**config.mk**
```make
export PLATFORM = sky130hd
export DESIGN_NAME = rv32i_mem_arbiter
export DESIGN_NICKNAME = d
export VERILOG_FILES = /design/src/rtl/rv32i_mem_arbiter.sv
export SDC_FILE = /design/constraint.sdc
export NUM_CORES = 1
export LEC_CHECK = 0
export ABC_AREA = 1
export ABC_CLOCK_PERIOD_IN_PS = 1550
export CAP_MARGIN = 15
export CELL_PAD_IN_SITES_DETAIL_PLACEMENT = 0
export CELL_PAD_IN_SITES_GLOBAL_PLACEMENT = 1
export CORE_MARGIN = 2
export CORE_UTILIZATION = 26
export DETAILED_ROUTE_END_ITERATION = 8
export PLACE_DENSITY = 0.74
export SYNTH_ARGS = -nofsm -noshare
export SYNTH_HDL_FRONTEND = slang
export SYNTH_SLANG_ARGS = --single-unit
```
**constraint.sdc**
```tcl
create_clock -name sys_clk -period 1.55 [get_ports sys_clk]
set_input_delay 0.3875 -clock sys_clk [delete_from_list [all_inputs] [get_ports sys_clk]]
set_output_delay 0.3875 -clock sys_clk [all_outputs]
set_load 0.03 [all_outputs]
```
**src/rtl/rv32i_mem_arbiter.sv**
```systemverilog
`default_nettype none
// ============================================================================
// Module      : rv32i_mem_arbiter
// Description : Two-requester (fetch / load-store) arbiter onto one
//               single-port memory, alternating priority, with access timeout.
// Revision    : 1.0 - initial release
// ============================================================================
module rv32i_mem_arbiter #(
  parameter int TIMEOUT = 255,
  parameter int CNT_W   = 16
) (
  input  logic        sys_clk,
  input  logic        sys_reset,
  input  logic        if_req,
  input  logic [31:0] if_addr,
  output logic [31:0] if_rdata,
  output logic        if_ack,
  input  logic        d_req,
  input  logic        d_we,
  input  logic [31:0] d_addr,
  input  logic [31:0] d_wdata,
  output logic [31:0] d_rdata,
  output logic        d_ack,
  output logic        err,
  output logic        mem_req,
  output logic        mem_we,
  output logic [31:0] mem_addr,
  output logic [31:0] mem_wdata,
  input  logic [31:0] mem_rdata,
  input  logic        mem_ready
);

  typedef enum logic [1:0] {
    IDLE    = 2'd0,
    BUSY_IF = 2'd1,
    BUSY_D  = 2'd2
  } state_t;

  localparam logic [CNT_W-1:0] c_CNT_LAST = CNT_W'((TIMEOUT == 0) ? 0 : TIMEOUT - 1);
  localparam bit               c_TO_EN    = (TIMEOUT != 0);

  state_t           r_state;
  logic             r_last_d;
  logic [CNT_W-1:0] r_cnt;

  logic w_if_elig;
  logic w_d_elig;
  logic w_grant_d;
  logic w_grant_if;
  logic w_timeout;
  logic w_unused_addr_bits;

  // A requester still holding req during its own ack cycle must not re-win.
  assign w_if_elig  = if_req & ~if_ack;
  assign w_d_elig   = d_req & ~d_ack;
  assign w_grant_d  = w_d_elig & (~w_if_elig | ~r_last_d);
  assign w_grant_if = w_if_elig & ~w_grant_d;
  assign w_timeout  = c_TO_EN && (r_cnt == c_CNT_LAST);

  assign w_unused_addr_bits = ^{if_addr[1:0], d_addr[1:0]};

  always_ff @(posedge sys_clk) begin
    if (sys_reset) begin
      r_state   <= IDLE;
      r_last_d  <= 1'b0;
      r_cnt     <= '0;
      if_rdata  <= '0;
      d_rdata   <= '0;
      if_ack    <= 1'b0;
      d_ack     <= 1'b0;
      err       <= 1'b0;
      mem_req   <= 1'b0;
      mem_we    <= 1'b0;
      mem_addr  <= '0;
      mem_wdata <= '0;
    end else begin
      if_ack <= 1'b0;
      d_ack  <= 1'b0;
      err    <= 1'b0;
      case (r_state)
        IDLE: begin
          if (w_grant_d) begin
            mem_req   <= 1'b1;
            mem_we    <= d_we;
            mem_addr  <= {d_addr[31:2], 2'b00};
            mem_wdata <= d_wdata;
            r_cnt     <= '0;
            r_last_d  <= 1'b1;
            r_state   <= BUSY_D;
          end else if (w_grant_if) begin
            mem_req   <= 1'b1;
            mem_we    <= 1'b0;
            mem_addr  <= {if_addr[31:2], 2'b00};
            r_cnt     <= '0;
            r_last_d  <= 1'b0;
            r_state   <= BUSY_IF;
          end
        end
        BUSY_IF, BUSY_D: begin
          // mem_ready takes precedence over an expiring timeout
          if (mem_ready || w_timeout) begin
            mem_req <= 1'b0;
            mem_we  <= 1'b0;
            err     <= ~mem_ready;
            r_state <= IDLE;
            if (r_state == BUSY_D) begin
              d_ack <= 1'b1;
              if (!mem_ready)
                d_rdata <= '0;
              else if (!mem_we)
                d_rdata <= mem_rdata;
            end else begin
              if_ack <= 1'b1;
              if (!mem_ready)
                if_rdata <= '0;
              else
                if_rdata <= mem_rdata;
            end
          end else begin
            r_cnt <= r_cnt + 1'b1;
          end
        end
        default: r_state <= IDLE;
      endcase
    end
  end

endmodule
`default_nettype wire

```
# Yosys cells after proc, flatten, opt, wreduce, memory -nomap -nowiden
# Cells that the tools add are included.
[word_totals]
output_inout_bits = 133
elab_cells = 70
reg_bits = 152
in_bits = 134
[classes]
n_bitwise = 14
n_addsub = 1
n_reduce_logical = 13
mux = 23
n_eq_ne = 7
[op_table]
columns = ["operator", "count"]
rows = [
  ["two-way mux 32 bit", 5],
  ["two-way mux 16 bit", 3],
  ["case mux 16 bit (2 select lines)", 1],
  ["adder 16 x 1 -> 16 bit (second input constant)", 1],
  ["== test 16 x 8 -> 1 bit (second input constant)", 1],
  ["inverter 1 bit", 9],
  ["AND reduction 3 bit", 3],
  ["two-way mux 1 bit", 8],
  ["two-way mux 2 bit", 3],
  ["!= test 2 bit (second input constant)", 3],
  ["AND reduction 2 bit", 3],
  ["bitwise AND 1 bit", 4],
  ["case mux 1 bit (2 select lines)", 2],
  ["case mux 2 bit (2 select lines)", 1],
  ["AND reduction 4 bit", 1],
  ["nonzero test 2 bit", 2],
  ["!= test 3 bit (second input constant)", 1],
  ["OR reduction 3 bit", 1],
  ["== test 2 x 1 -> 1 bit (second input constant)", 1],
  ["== test 2 bit (second input constant)", 1],
  ["zero test 2 bit", 1],
  ["OR reduction 2 bit", 1],
  ["logical OR 1 bit", 1],
  ["OR 1 bit", 1],
]

# Longest topological paths before layout
# Gate-level depths: netlist of run 1.
[logic_depth]
depth_word = 10
depth_mapped = 11
ltp_nobuf = 11

# Least setup slack after synthesis of run 1
# Ideal clock, no wire load.
[synth_timing]
path_type = "reg-to-reg"
startpoint = "register r_state[1]"
endpoint = "register if_rdata[20]"
setup_ns = 0.070
arrival_ns = 1.623
path_stages_with_launch = 8
t_required_ns = 1.480
slack_ns = -0.143
period_less_slack_ns = 1.693
path_buffers = 3
cell_sequence = "dfxtp_1 inv_1 ha_1 buf_2 buf_1 clkbuf_1 nand4_1 a21oi_1"
[synth_between]
elab_chain_cells = 3
elab_cells_between_ends = 5
classes_between = "2 x eq/ne; 1 x bitwise; 2 x reduce/logical"
[synth_rtl]
columns = ["item", "line", "rtl"]
rows = [
  ["start: declaration", "42", "state_t r_state;"],
  ["start signal: assignment", "64", "r_state <= IDLE;"],
  ["start signal: assignment", "89", "r_state <= BUSY_D;"],
  ["start signal: assignment", "96", "r_state <= BUSY_IF;"],
  ["== test 2 bit / == test 2 x 1 -> 1 bit (equally long branches)", "80, 106", ""],
  ["OR reduction 2 bit / inverter 1 bit (equally long branches)", "-", ""],
  ["AND reduction 3 bit (no source line) *", "-", ""],
  ["end signal: assignment", "117", "if_rdata <= mem_rdata;"],
  ["end: declaration", "16", "output logic [31:0] if_rdata,"],
]
# Mark *: on every way between the ends. The rest lies on a longest branch, timed or not.
# A chain may end at the register's enable or synchronous reset.

# Worst setup path in the final report of run 1
[layout_timing]
startpoint = "register r_cnt[0]"
endpoint = "register if_rdata[23]"
[layout_between]
elab_chain_cells = 3
[layout_rtl]
columns = ["item", "line", "rtl"]
rows = [
  ["start: declaration", "44", "logic [CNT_W-1:0] r_cnt;"],
  ["start signal: assignment", "120", "r_cnt <= r_cnt + 1'b1;"],
  ["== test 16 x 8 -> 1 bit", "58", "assign w_timeout = c_TO_EN && (r_cnt == c_CNT_LAST);"],
  ["logical OR 1 bit", "101", "if (mem_ready || w_timeout) begin"],
  ["AND reduction 3 bit (no source line)", "-", ""],
]
# Every way passes these cells.

==> results of run 1 <==
synth_stat cells (5+ instances only):
cell | number | area share (%)
nand2_1 | 265 | 16
dfxtp_1 | 150 | 47
nor2_1 | 104 | 6.1
a21oi_1 | 84 | 6.6
inv_1 | 64 | 3.8
o21ai_0 | 64 | 5.0
clkbuf_1 | 44 | 2.6
nand4_1 | 37 | 3.6
a31oi_1 | 30 | 2.9
nand3_1 | 26 | 2.0
buf_2 | 15 | 1.2
ha_1 | 5 | 0.98
worst max-delay path, delay by kind of cell (launching register included):
kind / cells / cell delay, ns
flops: 1 / 0.33
fa+ha+maj: 1 / 0.14
simple gates: 6 / 0.58
buf+inv: 2 / 0.32
compound gates: 1 / 0.04
power groups by stage:
stage	Sequential [uW]	Clock (uW)	Combinational [uW]
2_1_floorplan	5600	0	1730
3_3_place_gp	4730	0	4850
3_5_place_dp	4740	0	4870
4_1_cts	4670	4190	4850
5_1_grt	4760	4370	5970
6_report	4700	4110	5560
routing by layer:
layer,vias to the layer above,routed length (microns),GRT usage [%]
met5,-,0,0
met4,0,380,4.46
met3,29,1570,5.27
met2,220,11200,27.7
met1,3235,10900,22.7
li1,3585,-,-
registers in the layout (all words and copies together) (netlist names):
name / cells
mem_addr: 30
if_ack: 1
r_last_d: 1
r_state: 2
if_rdata: 32
err: 1
r_cnt: 16
mem_we: 1
d_rdata: 32
mem_wdata: 32
mem_req: 1
d_ack: 1
worst max path at each step:
stage                     to        from
6_report        if_rdata[23]    r_cnt[0]
5_1_grt         if_rdata[10]    r_cnt[0]
3_3_place_gp    mem_addr[18]       d_req
3_5_place_dp    mem_addr[30]       d_req
2_1_floorplan      r_cnt[11]  r_state[0]
4_1_cts        mem_wdata[30]       d_req
area by class of cell:
| type | count | area (sq um) | share of cell area (%) |
|---|---|---|---|
| Clock buffer | 17 | 425 | 3.83 |
| Inverter | 68 | 278 | 2.50 |
| Tap cell | 324 | 405 | 3.65 |
| Sequential cell | 150 | 3030 | 27.2 |
| Clock inverter | 14 | 141 | 1.27 |
| Multi-Input combinational cell | 633 | 3390 | 30.5 |
| Timing Repair inverter | 1 | 7.51 | 0.0676 |
| Timing Repair Buffer | 350 | 3440 | 30.9 |
cells by family after synthesis:
family	after synthesis
compound gates	181
xor+xnor	2
fa+ha+maj	5
buf+inv	132
flops	150
other cells	1
simple gates	440
cell usage in the layout, fill, tap and decap left out, types with 3 or more instances in the layout:
cell type and n:
inv_1 55, a21oi_2 18, clkdlybuf4s15_2 52, nand3_1 15, o21ai_0 61, buf_6 8
dfxtp_1 137, o21ai_1 3, clkbuf_16 23, inv_6 6, inv_8 3, nor2_2 15
buf_2 8, clkdlybuf4s15_1 4, inv_2 8, dfxtp_2 10, clkinvlp_4 6, nor2_4 9
buf_12 23, clkbuf_2 63, clkdlybuf4s50_1 127, nand3_2 10, nand4_1 37, a31oi_1 30
dfxtp_4 3, nand2_2 19, nand2_1 227, nor2_1 81, buf_4 54, nand2_8 4
nand2_4 22, a21oi_1 66
stage by stage:
step	std cells	total power, uW	TNS (ns)
2_1_floorplan	912	7330	0
3_3_place_gp	1501	9580	-56.46
3_5_place_dp	1501	9610	-56.79
4_1_cts	1537	13700	-0.00224
5_1_grt	1557	15100	-1.67
6_report	1557	14400	0
timing repair:
| item | in CTS | in global routing |
|---|---|---|
| buffers inserted | 2 | 12 |
| setup endpoints to repair | 186 | 211 |
| gates cloned | 3 | 10 |
| gates resized for setup | 325 | 251 |
| pin swaps | 2 | 27 |
==> flow_metrics.tcl, run 1 <==
set metrics [dict create \
    max_cap_viol_count 0 \
    arrival_ns 1.85 \
    initial_core_util_pct 26.3 \
    drt-total-wl_mm 24.1 \
    reg2reg_depth 10 \
    p_clk_share_pct 28.6 \
    hold_viol 0 \
    finish.utilization_pct 45.8 \
    ys_ff_latch 150 \
    p_int_uw 8920 \
    path_max_fanout 7 \
    setup_viol_count_final 0 \
    hp-start "sys_reset" \
    ys_types 28 \
    leakage_uw 0.00466 \
    synth_area_sq_um 6390 \
    r2r-end "if_rdata[23]" \
    cts_tree "yes" \
    fmax_ghz 0.646 \
    fin_hold_ws_ns 0.443 \
    p_sw_share_pct 38.0 \
    required_ns 1.85 \
    clk_pin_slew_ns 0.07 \
    min_period_ns 1.55 \
    core_sq_um 24200 \
    antenna_found_initial 0 \
    cts_sinks 150 \
    dieArea_sq_um 25800 \
    power_switching_uw 5460 \
    syn2layout_area_growth_pct 73.9 \
    drv_slew 0 \
    synthAdderAreaFrac_pct 0.979 \
    p_comb_share_pct 38.7 \
    grt_usage_pct 17.3 \
    ant_nets 0 \
    std_cell_rows 57 \
    synth_top_family_by_area "simple AND/OR/NAND/NOR gates" \
    crit_chain "inv_2 > ha_4 > nand2_4 > nor2_4 > nand2_4 > nand2_8 > nand3_4 > clkbuf_16 > nand2_2 > a21oi_2" \
    reg2reg_from "r_cnt[0]" \
    grt_pass1_vias 6736 \
    drive_gt1_share_pct 30.7 \
    status "complete, no violations" \
    worstSetupEndpointType "register" \
    postCtsHoldBufs 0 \
    cpPeakStageDelay_ns 0.33 \
    drc 0 \
    cts_inserted_buffers 17 \
    grt_overflow 0 \
    cts_buffer_depth 2 \
    layout.nets 1360 \
    firstDrtPassIters 4 \
    drt_iter0_markers 331 \
    drt-wirelength-per-cell_microns 15.5 \
    die_h_microns 161 \
    finalCritPeriodShare_pct 99.8 \
    critical-path-slowest-cell "dfxtp_2" \
    yosys.area_share.simple_pct 28.5 \
    htreeDepth 4 \
    ys_warn_count 0 \
    io_pins 267 \
    vdd_drop_max_mv 0.695 \
    fin_ws_ns 0.00275 \
    netlist_instances 911 \
    power-per-cell-area_nw_per_um2 1290 \
    fill_cells 2464 \
    yosysSeqAreaShare_pct 47.0 \
    min_delay_path_depth 3 \
    port_buffers 260 \
    place_congestion 0.848 \
    path_class "register to register" \
    dp_hpwl_mm 15.7 \
    avgSynthCellArea_sq_um 7.01 \
    synthArstFlopShare_pct 0 \
    ys.flop_type "dfxtp_1" \
    synth_edf_count 0 \
    start_kind "register" \
    synth_mux_area_share_pct 0 \
    fin_area_sq_um 11100 \
    grt_pass1_wl_mm 35.8 \
    min_to "if_rdata[17]" \
    post-place-ws_ns -0.482 \
    rrSetupSlack_ns 0.003 \
    seqPwrFrac_pct 32.7 \
    place_area_sq_um 9850 \
    grt_start_max_net_pins 42 \
    fp.dieW_microns 161 \
    antenna_cells 0 \
    vias 7069 \
    cts-root-buf "clkbuf_16" \
    synth_compound_area_share_pct 14.9 \
    fin_skew_ns 0.0116 \
    worstSkewPairLatency_ns 0.43 \
    crit_path_frequent_cell "nand2_4" \
    rsz0062_at_grt "yes" \
    min_path_type "primary input to register" \
    viasPerCell 4.54 \
    synthXorXnorAreaFrac_pct 0.274 \
]
Power figures use the tool's default switching activity.
==> inputs of run 2 (changes only) <==
- CORE_ASPECT_RATIO: default -> 0.5
- TNS_END_PERCENT: default -> 5
==> flow_metrics.tcl, run 2 (synthesized netlist as in run 1, its figures left out) <==
set metrics [dict create \
    critPathTopFamily "flip-flops" \
    reg2reg_from "r_cnt[0]" \
    vdd_drop_max_mv 0.732 \
    cts_inserted_buffers 17 \
    grt_overflow 0 \
    tns_ns 0 \
    status "complete, no violations" \
    htreeDepth 4 \
    dp_hpwl_mm 15.8 \
    largestRegisters "d_rdata x32, if_rdata x32, mem_wdata x32" \
    std_cell_rows 40 \
    p_sw_share_pct 36.3 \
    cts_tree "yes" \
    most-common-layout-cells "250 x nand2_1, 141 x dfxtp_1, 128 x clkdlybuf4s50_1" \
    path_class "register to primary output" \
    rrSetupSlack_ns 0.04 \
    critical-path-slowest-cell "dfxtp_1" \
    syn2layout_area_growth_pct 68.5 \
    hold_viol 0 \
    viasPerCell 4.55 \
    power_switching_uw 5070 \
    fmax_ghz 0.660 \
    layout.nets 1341 \
    post-place-ws_ns -0.497 \
    grt_pass1_vias 6624 \
    drt_iter0_markers 424 \
    drv_slew 0 \
    seq_area_sq_um 3020 \
    cts-root-buf "clkbuf_16" \
    antenna_found_initial 0 \
    setup.worst_path.start "d_rdata[25]" \
    dieArea_sq_um 25900 \
    r2r-end "if_rdata[7]" \
    vias 7053 \
    grt_pass1_wl_mm 34.9 \
    setup_viol_count_final 0 \
    place_inst 1504 \
    drt-wirelength-per-cell_microns 15.3 \
    ant_nets 0 \
    required_ns 1.16 \
    min_path_type "primary input to register" \
    p_int_uw 8910 \
    rsz0062_at_grt "yes" \
    start_kind "register" \
    fp.dieW_microns 226 \
    drc 0 \
    antenna_cells 0 \
    fin_skew_ns 0.0104 \
    cts_sinks 150 \
    leakage_uw 0.00437 \
    p_clk_share_pct 30.0 \
    drt-total-wl_mm 23.7 \
    seqPwrFrac_pct 33.5 \
    min_delay_path_depth 3 \
    arrival_ns 1.13 \
    grt_start_max_net_pins 79 \
    port_buffers 260 \
    finalCritPeriodShare_pct 97.8 \
    place_congestion 0.818 \
    hp-start "sys_reset" \
    min_period_ns 1.52 \
    cpPeakStageDelay_ns 0.37 \
    firstDrtPassIters 5 \
    layout_commonest_cell "nand2_1" \
    grt_usage_pct 17.0 \
    fin_ws_ns 0.0349 \
    worstSetupEndpointType "primary output" \
    multiInputGateArea_sq_um 3020 \
    worstSkewPairLatency_ns 0.44 \
    path_max_fanout 2 \
    drive_gt1_share_pct 23.7 \
    min_to "if_ack" \
    die_h_microns 115 \
    cts_buffer_depth 2 \
    p_comb_share_pct 36.5 \
    clk_pin_slew_ns 0.07 \
    core_sq_um 24100 \
    reg2reg_depth 10 \
    fill_cells 2424 \
    io_pins 267 \
    critical_path_buf_inv_count 1 \
    stdcell_count 1551 \
    initial_core_util_pct 26.5 \
    crit_chain "clkdlybuf4s15_2" \
    power-per-cell-area_nw_per_um2 1300 \
    max_cap_viol_count 0 \
    finish.utilization_pct 44.7 \
]
-- run 2: changes by cell type in the layout (fill, tap and decap cells not counted), moves of 20 or more --
cell / before / now
nand2_1: 227 / 250
nand2_4: 22 / 2
clkdlybuf4s15_2: 52 / 103
clkbuf_2: 63 / 20
-- run 2: layout make-up --
class	count	area share [%]
Timing Repair inverter	1	0.0465
Clock inverter	12	1.19
Inverter	68	2.44
Clock buffer	20	4.34
Multi-Input combinational cell	632	28.1
Timing Repair Buffer	332	32.0
Sequential cell	150	28.0
Tap cell	336	3.91
-- run 2: timing repair --
item                       4_1_cts  5_1_grt
setup endpoints to repair      165      166
setup buffers                    0        8
pin swaps                        1       10
cloned                           0        7
hold buffers                     0        0
gates resized for setup        356       85
-- run 2: power by group through the flow --
stage	combinational [uW]	clock, uW	sequential [uW]
after floorplan	1700	0	5600
after global placement	4700	0	4730
after detailed placement	4730	0	4740
after CTS	4620	4300	4660
after global routing	5490	4480	4740
final	5100	4200	4680
-- run 2: how the worst max path moves through the flow --
stage                         end  cells past startpoint
finish                d_rdata[25]                      1
global placement    mem_wdata[13]                      9
floorplan                r_cnt[0]                     11
global route             r_cnt[4]                     11
CTS                      r_cnt[0]                      7
detailed placement       r_cnt[7]                     10
-- run 2: stage by stage --
step	total power [uW]	instance area (sq um)	hold WS [ns]
final	14000	10800	0.449
after global routing	14700	10800	0.464
after CTS	13600	10500	0.449
after detailed placement	9470	9760	0.452
after global placement	9430	9760	0.448
after floorplan	7300	6400	0.440
-- run 2: per-layer routing --
layer / vias to the layer above / GRT usage (%) / wire (microns)
met5: - / 0 / 0
met4: 0 / 7.11 / 648
met3: 37 / 3.91 / 913
met2: 150 / 28.6 / 11500
met1: 3325 / 21.3 / 10700
li1: 3541 / - / -
==> patch: new RTL, settings of run 1 <==
Re-encode `state_t` (3 states) as one-hot, 3 bits wide.
--- a/src/rtl/rv32i_mem_arbiter.sv
+++ b/src/rtl/rv32i_mem_arbiter.sv
@@ -31,8 +31,8 @@
 );
 
-  typedef enum logic [1:0] {
-    IDLE    = 2'd0,
-    BUSY_IF = 2'd1,
-    BUSY_D  = 2'd2
+  typedef enum logic [2:0] {
+    IDLE    = 3'b001,
+    BUSY_IF = 3'b010,
+    BUSY_D  = 3'b100
   } state_t;
 
Behaviour: same outputs for any inputs over 4 cycles, from zero or initial values and one cycle with sys_reset high; so few cycles prove little.
==> patch against run 1 <==
Setup slack better by 0.020 ns; area after synthesis hardly changed; worst hold slack got worse by 0.0017 ns; sequential cell count increased by 1; critical path depth increased by 2; power decreased by 0.34%; cell area down 4.6%; wire length is 7.2% lower; largest power group unchanged.
==> patch: results (changes against run 1) <==
WHS: 0.4410 ns (was 0.4427 ns)
clk cell area share: 5.594% (was 5.102%)
crit path max fanout: 8 (was 7)
invs w/o clock: 97 (was 69)
FF-to-FF path depth: 12 (was 10)
detailed-route wire length per cell: 14.50 µm (was 15.48 µm)
Synth Instances: 910 (was 911)
Register Area: 0.003044 mm² (was 0.003027 mm²)
Seq cells post-synth: 151 (was 150)
VDD IR max: 0.6741 mV (was 0.6948 mV)
Hold Path Depth: 2 (was 3)
GR met3 Demand/Resource: 5.966% (was 5.269%)
Fin Clk Skew: 0.01554 ns (was 0.01159 ns)
Synth area leaders: dfxtp_1, nand2_1, o21ai_0 (was dfxtp_1, nand2_1, a21oi_1)
Min-Delay Path Class: reg2reg (was in2reg)
outcome: complete, no violations (unchanged)
combinational power: 0.00517 W (was 0.00556 W)
Signal buf overhead: 30.05% (was 30.95%)
synth cell count leaders: nand2_1, dfxtp_1, nor2_1, inv_1, o21ai_0 (was nand2_1, dfxtp_1, nor2_1, a21oi_1)
Worst EP arrival: 1.88 ns (was 1.85 ns)
Non-clk bufs: 334 (was 350)
multi-input combinational area share: 28.30% (was 30.49%)
M2 GR Usage: 26.55% (was 27.68%)
#MultiIn Comb: 604 (was 633)
metal2 WL: 10.08 mm (was 11.21 mm)
post-route minimum period: 1.528 ns (was 1.547 ns)
Layout Nets: 1341 (was 1360)
leakage power: 4.530 nW (was 4.657 nW)
wl on met1: 10.23 mm (was 10.94 mm)
# fillers: 2473 (was 2464)
pre-CTS WS: -0.4476 ns (was -0.4821 ns)
final WL: 22.37 mm (was 24.10 mm)
Seq/Total Area, Yosys: 47.35% (was 47.00%)
WL met3: 1.731 mm (was 1.569 mm)
Int Pwr: 0.009096 W (was 0.008915 W)
antenna cells: 1 (was 0)
Vias: 6791 (was 7069)
post-CTS setup buffer count: 1 (was 2)
global placer's final weighted congestion: 0.8170 (was 0.8476)
1st-iter DRT viols: 310 (was 331)
Clock buffer cells: 18 (was 17)
==> patch: path summary, 6_finish.rpt <==
| path | endpoint | start |
|---|---|---|
| setup / recovery | r_cnt[15]$_SDFFE_PP0P_ | r_cnt[0]$_SDFFE_PP0P_ |
| hold / removal | d_rdata[5]$_SDFFE_PP0P_ | d_rdata[5]$_SDFFE_PP0P_ |
| hold reg to reg | d_rdata[5]$_SDFFE_PP0P_ | d_rdata[5]$_SDFFE_PP0P_ |
| setup reg to reg | r_cnt[15]$_SDFFE_PP0P_ | r_cnt[0]$_SDFFE_PP0P_ |
==> patch: cells by family (layout without fill, tap and decap cells) <==
group           Yosys count  count (layout)  share of synthesized area, %
other cells               1               3                       0.05874
xor+xnor                  2               2                        0.2745
flops                   151             151                         47.35
compound gates          212             212                         17.33
simple gates            386             386                         24.50
buf+inv                 156             463                         10.09
fa+ha+maj                 2               2                        0.3919
